<file path="config.mk">
export PLATFORM = sky130hd
export DESIGN_NAME = i2c_txn_arbiter
export DESIGN_NICKNAME = d
export VERILOG_FILES = /design/src/rtl/i2c_txn_arbiter.sv
export SDC_FILE = /design/constraint.sdc
export NUM_CORES = 1
export LEC_CHECK = 0
export BUFFER_PORTS_ARGS = -buffer_cell sky130_fd_sc_hd__buf_2
export CAP_MARGIN = 15
export CORE_MARGIN = 8
export CORE_UTILIZATION = 55
export DETAILED_ROUTE_END_ITERATION = 8
export GPL_TIMING_DRIVEN = 0
export PLACE_DENSITY = 0.86
export SLEW_MARGIN = 20
export SYNTH_ARGS = -nofsm -noshare
export SYNTH_HDL_FRONTEND = slang
export SYNTH_SLANG_ARGS = --single-unit
</file>
<file path="constraint.sdc">
create_clock -name clk -period 3.8 [get_ports clk]
set_input_delay 0.38 -clock clk [delete_from_list [all_inputs] [get_ports clk]]
set_output_delay 0.38 -clock clk [all_outputs]
set_load 0.1 [all_outputs]
</file>
<file path="src/rtl/i2c_txn_arbiter.sv">
// i2c_txn_arbiter: round-robin arbiter and sequencer sharing one I2C write master among NREQ requesters.
// Latency: req -> grant/m_start in 1 cycle; m_done -> done/status in 1 cycle; at least 2 idle cycles between launches.
// Backpressure: no launch while m_busy=1; requesters hold req until their done pulse. Optional single NACK retry: I2C_ARB_RETRY_EN.
module i2c_txn_arbiter #(
  parameter int NREQ    = 4,
  parameter int ADDR_W  = 7,
  parameter int DATA_W  = 8,
  parameter int TIMEOUT = 1023
) (
  input  logic                     clk,
  input  logic                     reset,
  input  logic [NREQ-1:0]          req,
  input  logic [NREQ*ADDR_W-1:0]   req_addr,
  input  logic [NREQ*DATA_W-1:0]   req_data,
  output logic [NREQ-1:0]          grant,
  output logic [NREQ-1:0]          done,
  output logic                     nack,
  output logic                     timeout,
  output logic                     busy,
  output logic                     m_start,
  output logic [ADDR_W-1:0]        m_addr,
  output logic [DATA_W-1:0]        m_data,
  input  logic                     m_busy,
  input  logic                     m_done,
  input  logic                     m_ack_ok
);

  localparam int PW = (NREQ > 1) ? $clog2(NREQ) : 1;
  localparam int CW = $clog2(TIMEOUT + 1);
  // The watchdog reads TIMEOUT-1 in the cycle that is TIMEOUT cycles after m_start.
  localparam logic [CW-1:0] WD_LAST  = CW'(TIMEOUT - 1);
  localparam logic [PW-1:0] PTR_INIT = PW'(NREQ - 1);

  typedef enum logic [1:0] {
    S_IDLE  = 2'd0,
    S_START = 2'd1,
    S_WAIT  = 2'd2,
    S_DONE  = 2'd3
  } state_t;

  state_t          state;
  logic [PW-1:0]   ptr;       // last served requester; search starts just after it
  logic [PW-1:0]   owner;     // index of the current grant holder
  logic [CW-1:0]   wd;        // watchdog, cycles spent in WAIT

`ifdef I2C_ARB_RETRY_EN
  logic            attempt;   // set once the single NACK retry has been used
`endif

  logic            win_found;
  logic [PW-1:0]   win_idx;
  logic [NREQ-1:0] win_onehot;
  logic [ADDR_W-1:0] win_addr;
  logic [DATA_W-1:0] win_data;

  // Round-robin pick: first pass covers indices above ptr, second pass wraps to 0..ptr.
  always_comb begin
    win_found  = 1'b0;
    win_idx    = '0;
    win_onehot = '0;
    win_addr   = '0;
    win_data   = '0;
    for (int pass = 0; pass < 2; pass++) begin
      for (int k = 0; k < NREQ; k++) begin
        if (!win_found && req[k] && ((pass == 0) == (k > int'(ptr)))) begin
          win_found     = 1'b1;
          win_idx       = PW'(k);
          win_onehot[k] = 1'b1;
          win_addr      = req_addr[k*ADDR_W +: ADDR_W];
          win_data      = req_data[k*DATA_W +: DATA_W];
        end
      end
    end
  end

  // Transaction sequencer with all outputs registered.
  always_ff @(posedge clk or negedge reset) begin
    if (!reset) begin
      state   <= S_IDLE;
      ptr     <= PTR_INIT;
      owner   <= '0;
      wd      <= '0;
      grant   <= '0;
      done    <= '0;
      nack    <= 1'b0;
      timeout <= 1'b0;
      busy    <= 1'b0;
      m_start <= 1'b0;
      m_addr  <= '0;
      m_data  <= '0;
`ifdef I2C_ARB_RETRY_EN
      attempt <= 1'b0;
`endif
    end else begin
      // Pulses default low; each state re-asserts them only where needed.
      m_start <= 1'b0;
      done    <= '0;
      case (state)
        S_IDLE: begin
`ifdef I2C_ARB_RETRY_EN
          attempt <= 1'b0;
`endif
          // Address/data are sampled here only; later requester changes are ignored.
          if (win_found && !m_busy) begin
            owner   <= win_idx;
            grant   <= win_onehot;
            m_addr  <= win_addr;
            m_data  <= win_data;
            m_start <= 1'b1;
            busy    <= 1'b1;
            state   <= S_START;
          end
        end

        S_START: begin
          wd    <= '0;
          state <= S_WAIT;
        end

        S_WAIT: begin
          wd <= wd + CW'(1);
          // A completion in the same cycle as the watchdog expiry wins.
          if (m_done) begin
`ifdef I2C_ARB_RETRY_EN
            if (!m_ack_ok && !attempt) begin
              // First NACK: relaunch the same latched transaction silently.
              attempt <= 1'b1;
              m_start <= 1'b1;
              state   <= S_START;
            end else begin
              nack    <= ~m_ack_ok;
              timeout <= 1'b0;
              done    <= grant;
              state   <= S_DONE;
            end
`else
            nack    <= ~m_ack_ok;
            timeout <= 1'b0;
            done    <= grant;
            state   <= S_DONE;
`endif
          end else if (wd == WD_LAST) begin
            nack    <= 1'b1;
            timeout <= 1'b1;
            done    <= grant;
            state   <= S_DONE;
          end
        end

        S_DONE: begin
          // done is high during this state; release ownership on exit.
          ptr   <= owner;
          grant <= '0;
          busy  <= 1'b0;
          state <= S_IDLE;
        end

        default: begin
          state <= S_IDLE;
        end
      endcase
    end
  end

endmodule
</file>
Word-level counts from Yosys, hierarchy flattened
Index checks and enable logic that the tools add are counted.
Widths: inputs -> output; s select.
{ "word_totals": {"regBits": 43, "output_inout_bits": 27, "word_cells": 105} }
{ "op_classes": {"bitwise_logic": 4, "add_sub_neg": 1, "reduce_logical": 28, "eq_ne": 6, "n_lt_le_gt_ge": 3, "mux": 51} }
{ "op_table": {"columns": ["op", "count"], "rows": [
  ["$mux 8", 7],
  ["$mux 7", 7],
  ["$mux 1", 20],
  ["$pmux 10 s2", 1],
  ["$mux 2", 9],
  ["$mux 4", 4],
  ["$logic_and 1x1->1", 13],
  ["$add 10x1->10 const B", 1],
  ["$eq 10x10->1 const B", 1],
  ["$pmux 2 s4", 1],
  ["$pmux 4 s2", 1],
  ["$reduce_and 2->1", 4],
  ["$logic_not 1->1", 7],
  ["$reduce_bool 2->1", 3],
  ["$eq 2x2->1 const B", 2],
  ["$gt 2x2->1 const A", 2],
  ["$not 1->1", 4],
  ["$ne 3x3->1 const B", 1],
  ["$eq 2x1->1 const B", 1],
  ["$gt 1x2->1 const A", 1],
  ["$logic_not 2->1", 1],
  ["$ne 2x2->1 const B", 1],
  ["$pmux 1 s2", 1]
]} }

Logic depth before layout (Yosys ltp)
{ "depth": {"word_depth": 29, "mapped_depth": 9} }

Worst setup path before layout
No wires, ideal clock.
{ "synth_timing": {"kind": "reg-to-reg", "start": "register ptr[1]", "end": "register m_addr[6]", "n_path_buf": 3, "stages_incl_launch_ff": 7, "t_arrival_ps": 1600, "required_ps": 3663, "setup_slack_ps": 2063, "setup_ps": 137, "cell_sequence": "dfstp_2 > buf_4 > buf_2 > buf_1 > a21oi_1 > a2111oi_0 > o211ai_1"} }
{ "synth_via": {"elab_chain_len": 28} }
{ "synth_rtl": {"columns": ["item", "line", "rtl"], "rows": [
  ["start, declared", "42", "logic [PW-1:0] ptr;"],
  ["start signal, assigned", "152", "ptr <= owner;"],
  ["$gt 1x2->1", "65", "if (!win_found && req[k] && ((pass == 0) == (k > int'(ptr)))) begin"],
  ["$logic_and 1x1->1", "65", null],
  ["$mux 1", "65", null],
  ["$logic_not 1->1", "65", null],
  ["$logic_and 1x1->1 (2 in a row)", "65", null],
  ["$mux 1", "65", null],
  ["$logic_not 1->1", "65", null],
  ["$logic_and 1x1->1 (2 in a row)", "65", null],
  ["(+8 left out)", null, null],
  ["$logic_not 1->1", "65", null],
  ["$logic_and 1x1->1 (2 in a row)", "65", null],
  ["$mux 1", "65", null],
  ["$logic_not 1->1", "65", null],
  ["$logic_and 1x1->1 (2 in a row)", "65", null],
  ["$mux 1", "65", null],
  ["$logic_and 1x1->1", "104", "if (win_found && !m_busy) begin"],
  ["$reduce_and 2->1 (no line)", null, null],
  ["end signal, assigned", "107", "m_addr <= win_addr;"],
  ["end, declared", "21", "output logic [ADDR_W-1:0] m_addr,"]
]} }
Several ways; a longest one is shown, not always the timed one.
A chain may end at the register's enable or synchronous reset.

Worst setup path in the final report
{ "layout_timing": {"start": "register ptr[1]", "end": "register m_data[7]"} }
{ "layout_via": {"elab_chain_len": 28} }
{ "layout_rtl": {"columns": ["item", "line", "rtl"], "rows": [
  ["$gt 1x2->1", "65", null],
  ["$logic_and 1x1->1", "65", null],
  ["$mux 1", "65", null],
  ["$logic_not 1->1", "65", null],
  ["$logic_and 1x1->1 (2 in a row)", "65", null],
  ["$mux 1", "65", null],
  ["$logic_not 1->1", "65", null],
  ["$logic_and 1x1->1 (2 in a row)", "65", null],
  ["(+8 left out)", null, null],
  ["$logic_not 1->1", "65", null],
  ["$logic_and 1x1->1 (2 in a row)", "65", null],
  ["$mux 1", "65", null],
  ["$logic_not 1->1", "65", null],
  ["$logic_and 1x1->1 (2 in a row)", "65", null],
  ["$mux 1", "65", null],
  ["$logic_and 1x1->1", "104", null],
  ["$reduce_and 2->1 (no line)", null, null],
  ["end signal, assigned", "108", "m_data <= win_data;"],
  ["end, declared", "22", "output logic [DATA_W-1:0] m_data,"]
]} }
Several ways; a longest one is shown, not always the timed one.

==> results.json <==
{
  "p_per_area_mw_per_mm2": 863,
  "nFillCells": 426,
  "synth_top_area_share_pct": 35.3,
  "hold_viol": 0,
  "finalSetupViolCount": 0,
  "ant_nets": 0,
  "overflow": 0,
  "grt_setup_unrepaired": "no",
  "cp_slowest_cell": "nor2_1",
  "io_buffers": 95,
  "cts_made_buffers": 5,
  "setup-tns-final_ps": 0,
  "cp_top_family": "simple AND/OR/NAND/NOR gates",
  "rows": 26,
  "async_flop_share_pct": 100,
  "clock_path_buffers": 2,
  "area_growth_pct": 22.5,
  "grt_usage_pct": 23.9,
  "vias_per_cell": 6.40,
  "cts_root_buf": "clkbuf_8",
  "gp_congestion": 0.934,
  "cts_setup_buffers": 0,
  "clkTransAtPathRegs_ps": 90,
  "start_util_pct": 56.8,
  "route.vias.total": 3220,
  "crit_type": "reg -> reg",
  "io_pins": 96,
  "arrival_ps": 2480,
  "yosysUniqueCellTypes": 57,
  "dieWidth_um": 88.7,
  "clk_latency_ps": 310,
  "synth-seq-cells": 43,
  "cts-htree-levels": 2,
  "clock-skew-final_ps": 5.07,
  "p_total_w": 0.00307,
  "grt_pass1_vias": 3187,
  "dr.pass1.iters": 7,
  "finalCriticalPeriod_ps": 2250,
  "post-route-period-util_pct": 59.3,
  "die_area_mm2": 0.00786,
  "cts_resized": 0,
  "netlist_top_cells_count": "dfrtp_1, nand2_1, nand3_1",
  "cp.buffers_inverters": 2,
  "synth_nets": 405,
  "tightest_slew_ps": 660,
  "leakage_nw": 1.67,
  "fin_area_mm2": 0.00355,
  "slowest_delay_ps": 630,
  "ys.flop_type": "dfrtp_1",
  "r2r_slack_ps": 1550,
  "ys_seq_area_share_pct": 37.2,
  "antenna_found_initial": 0,
  "cp_cell_sequence": "buf_4 -> buf_2 -> nand4_1 -> nor2_1 -> a22oi_1 -> o211ai_1",
  "routed_wl_um": 9350,
  "cp-end-kind": "flip-flop",
  "min_path_type": "in -> async",
  "synth-edff-count": 0,
  "syn_area_mm2": 0.00290,
  "fmax_mhz": 444,
  "dp_hpwl_um": 6820,
  "place_ws_ps": 1670,
  "cts_hold_buf": 0,
  "core_mm2": 0.00511,
  "drc": 0,
  "crit_path_max_fanout": 10,
  "peakVddDrop_v": 0.000562,
  "tritoncts": "built",
  "synthCells": 330,
  "fin_ws_ps": 1550,
  "grt_first_pass_wirelength_um": 14700,
  "nNetsFinal": 507,
  "wl_per_cell_um": 18.6,
  "final_layout_size_suffix_gt1_share_pct": 33.3,
  "required_ps": 4030,
  "cap_violations": 0,
  "ys_warn_count": 0,
  "status": "completed",
  "drtIter0Drc": 341,
  "synth_area_per_cell_um2": 8.80,
  "yosysMostFrequentCell": "dfrtp_1",
  "synth_area_leader_cell": "dfrtp_1",
  "yosys-top-cells-area": "dfrtp_1, nand3_1, nand2_1",
  "post-route-util_pct": 69.6,
  "clock_sinks": 43,
  "slew_headroom_pct": 55.8,
  "antenna_cells": 0,
  "grt_max_degree": 44,
  "worstSetupStartpointType": "flip-flop",
  "place_area_mm2": 0.00347,
  "drv_slew": 0,
  "die_h_um": 88.7
}
-- cell usage in the layout, fill, tap and decap left out, types with 3 or more instances in the layout --
cell        n
a2111oi_0   6
a21o_1      8
a21oi_1    15
a221oi_1    7
a221oi_2    3
a22o_1      4
a22oi_1     8
a31o_2      7
a31oi_1     3
and2_1      5
and3_1      9
buf_2      99
buf_4       6
buf_6       6
clkbuf_1    7
clkbuf_8    5
dfrtp_1    41
ha_1        6
inv_1       8
mux2i_1     3
nand2_1    40
nand2b_1    3
nand3_1    36
nor2_1     16
nor3_1      8
o211ai_1    8
o21ai_0    16
o22ai_1     7
o31ai_1     4
-- path summary, 6_finish.rpt --
path,startpoint,to,cells past startpoint
max,ptr[1],m_data[7],6
min,reset,timeout,1
max reg2reg,ptr[1],m_data[7],6
min reg2reg,wd[6],wd[6],1
max in group asynchronous,reset,m_addr[1],1
min in group clk,m_ack_ok,nack,2
-- layout make-up --
type	instances	area, um2	area share [%]
clock buffers	6	72.6	2.04
well taps	70	87.6	2.46
multi-input cells	255	1630	46.0
repair buffers	95	478	13.4
plain buffers	23	156	4.40
clock inverters	2	13.8	0.387
flip-flops and latches	43	1080	30.3
inverters	9	33.8	0.950
-- registers in the layout (all words and copies together), names as in the netlist --
register,count
busy,1
done,4
grant,4
m_addr,7
m_data,8
m_start,1
nack,1
owner,2
ptr,2
state,2
timeout,1
wd,10
-- power breakdown --
part           switching (W)  internal [W]  leakage (nW)  total (W)
logic                0.00153      0.000529          1.08    0.00206
registers          0.0000879      0.000619         0.544   0.000707
clock network       0.000172      0.000130        0.0452   0.000302
total                0.00179       0.00128          1.67    0.00307
-- metrics by stage --
step	cells	hold WS (ps)
after detailed placement	495	481
after CTS	503	254
after global routing	503	104
after global placement	495	464
after floorplan	330	84.4
final	503	58.9
-- layer usage --
| layer | routed length, um | GRT usage (%) | vias up | part of all wire, % |
|---|---|---|---|---|
| li1 | - | - | 1447 | - |
| met1 | 3680 | 29.5 | 1507 | 39 |
| met2 | 4320 | 38.5 | 241 | 46 |
| met3 | 1180 | 6.50 | 25 | 13 |
| met4 | 170 | 9.52 | 0 | 1.8 |
| met5 | 0 | 0 | - | 0 |
-- logic make-up (layout without fill, tap and decap cells) --
kind of cell    Yosys count  in the layout  share of synthesized area (%)
mux                       5              5                           1.81
simple gates            131            131                           22.2
fa+ha+maj                 6              6                           2.59
flops                    43             43                           37.2
buf+inv                  32            135                           6.55
compound gates          113            113                           29.7
Note: power is estimated with default switching activity, not from simulation.
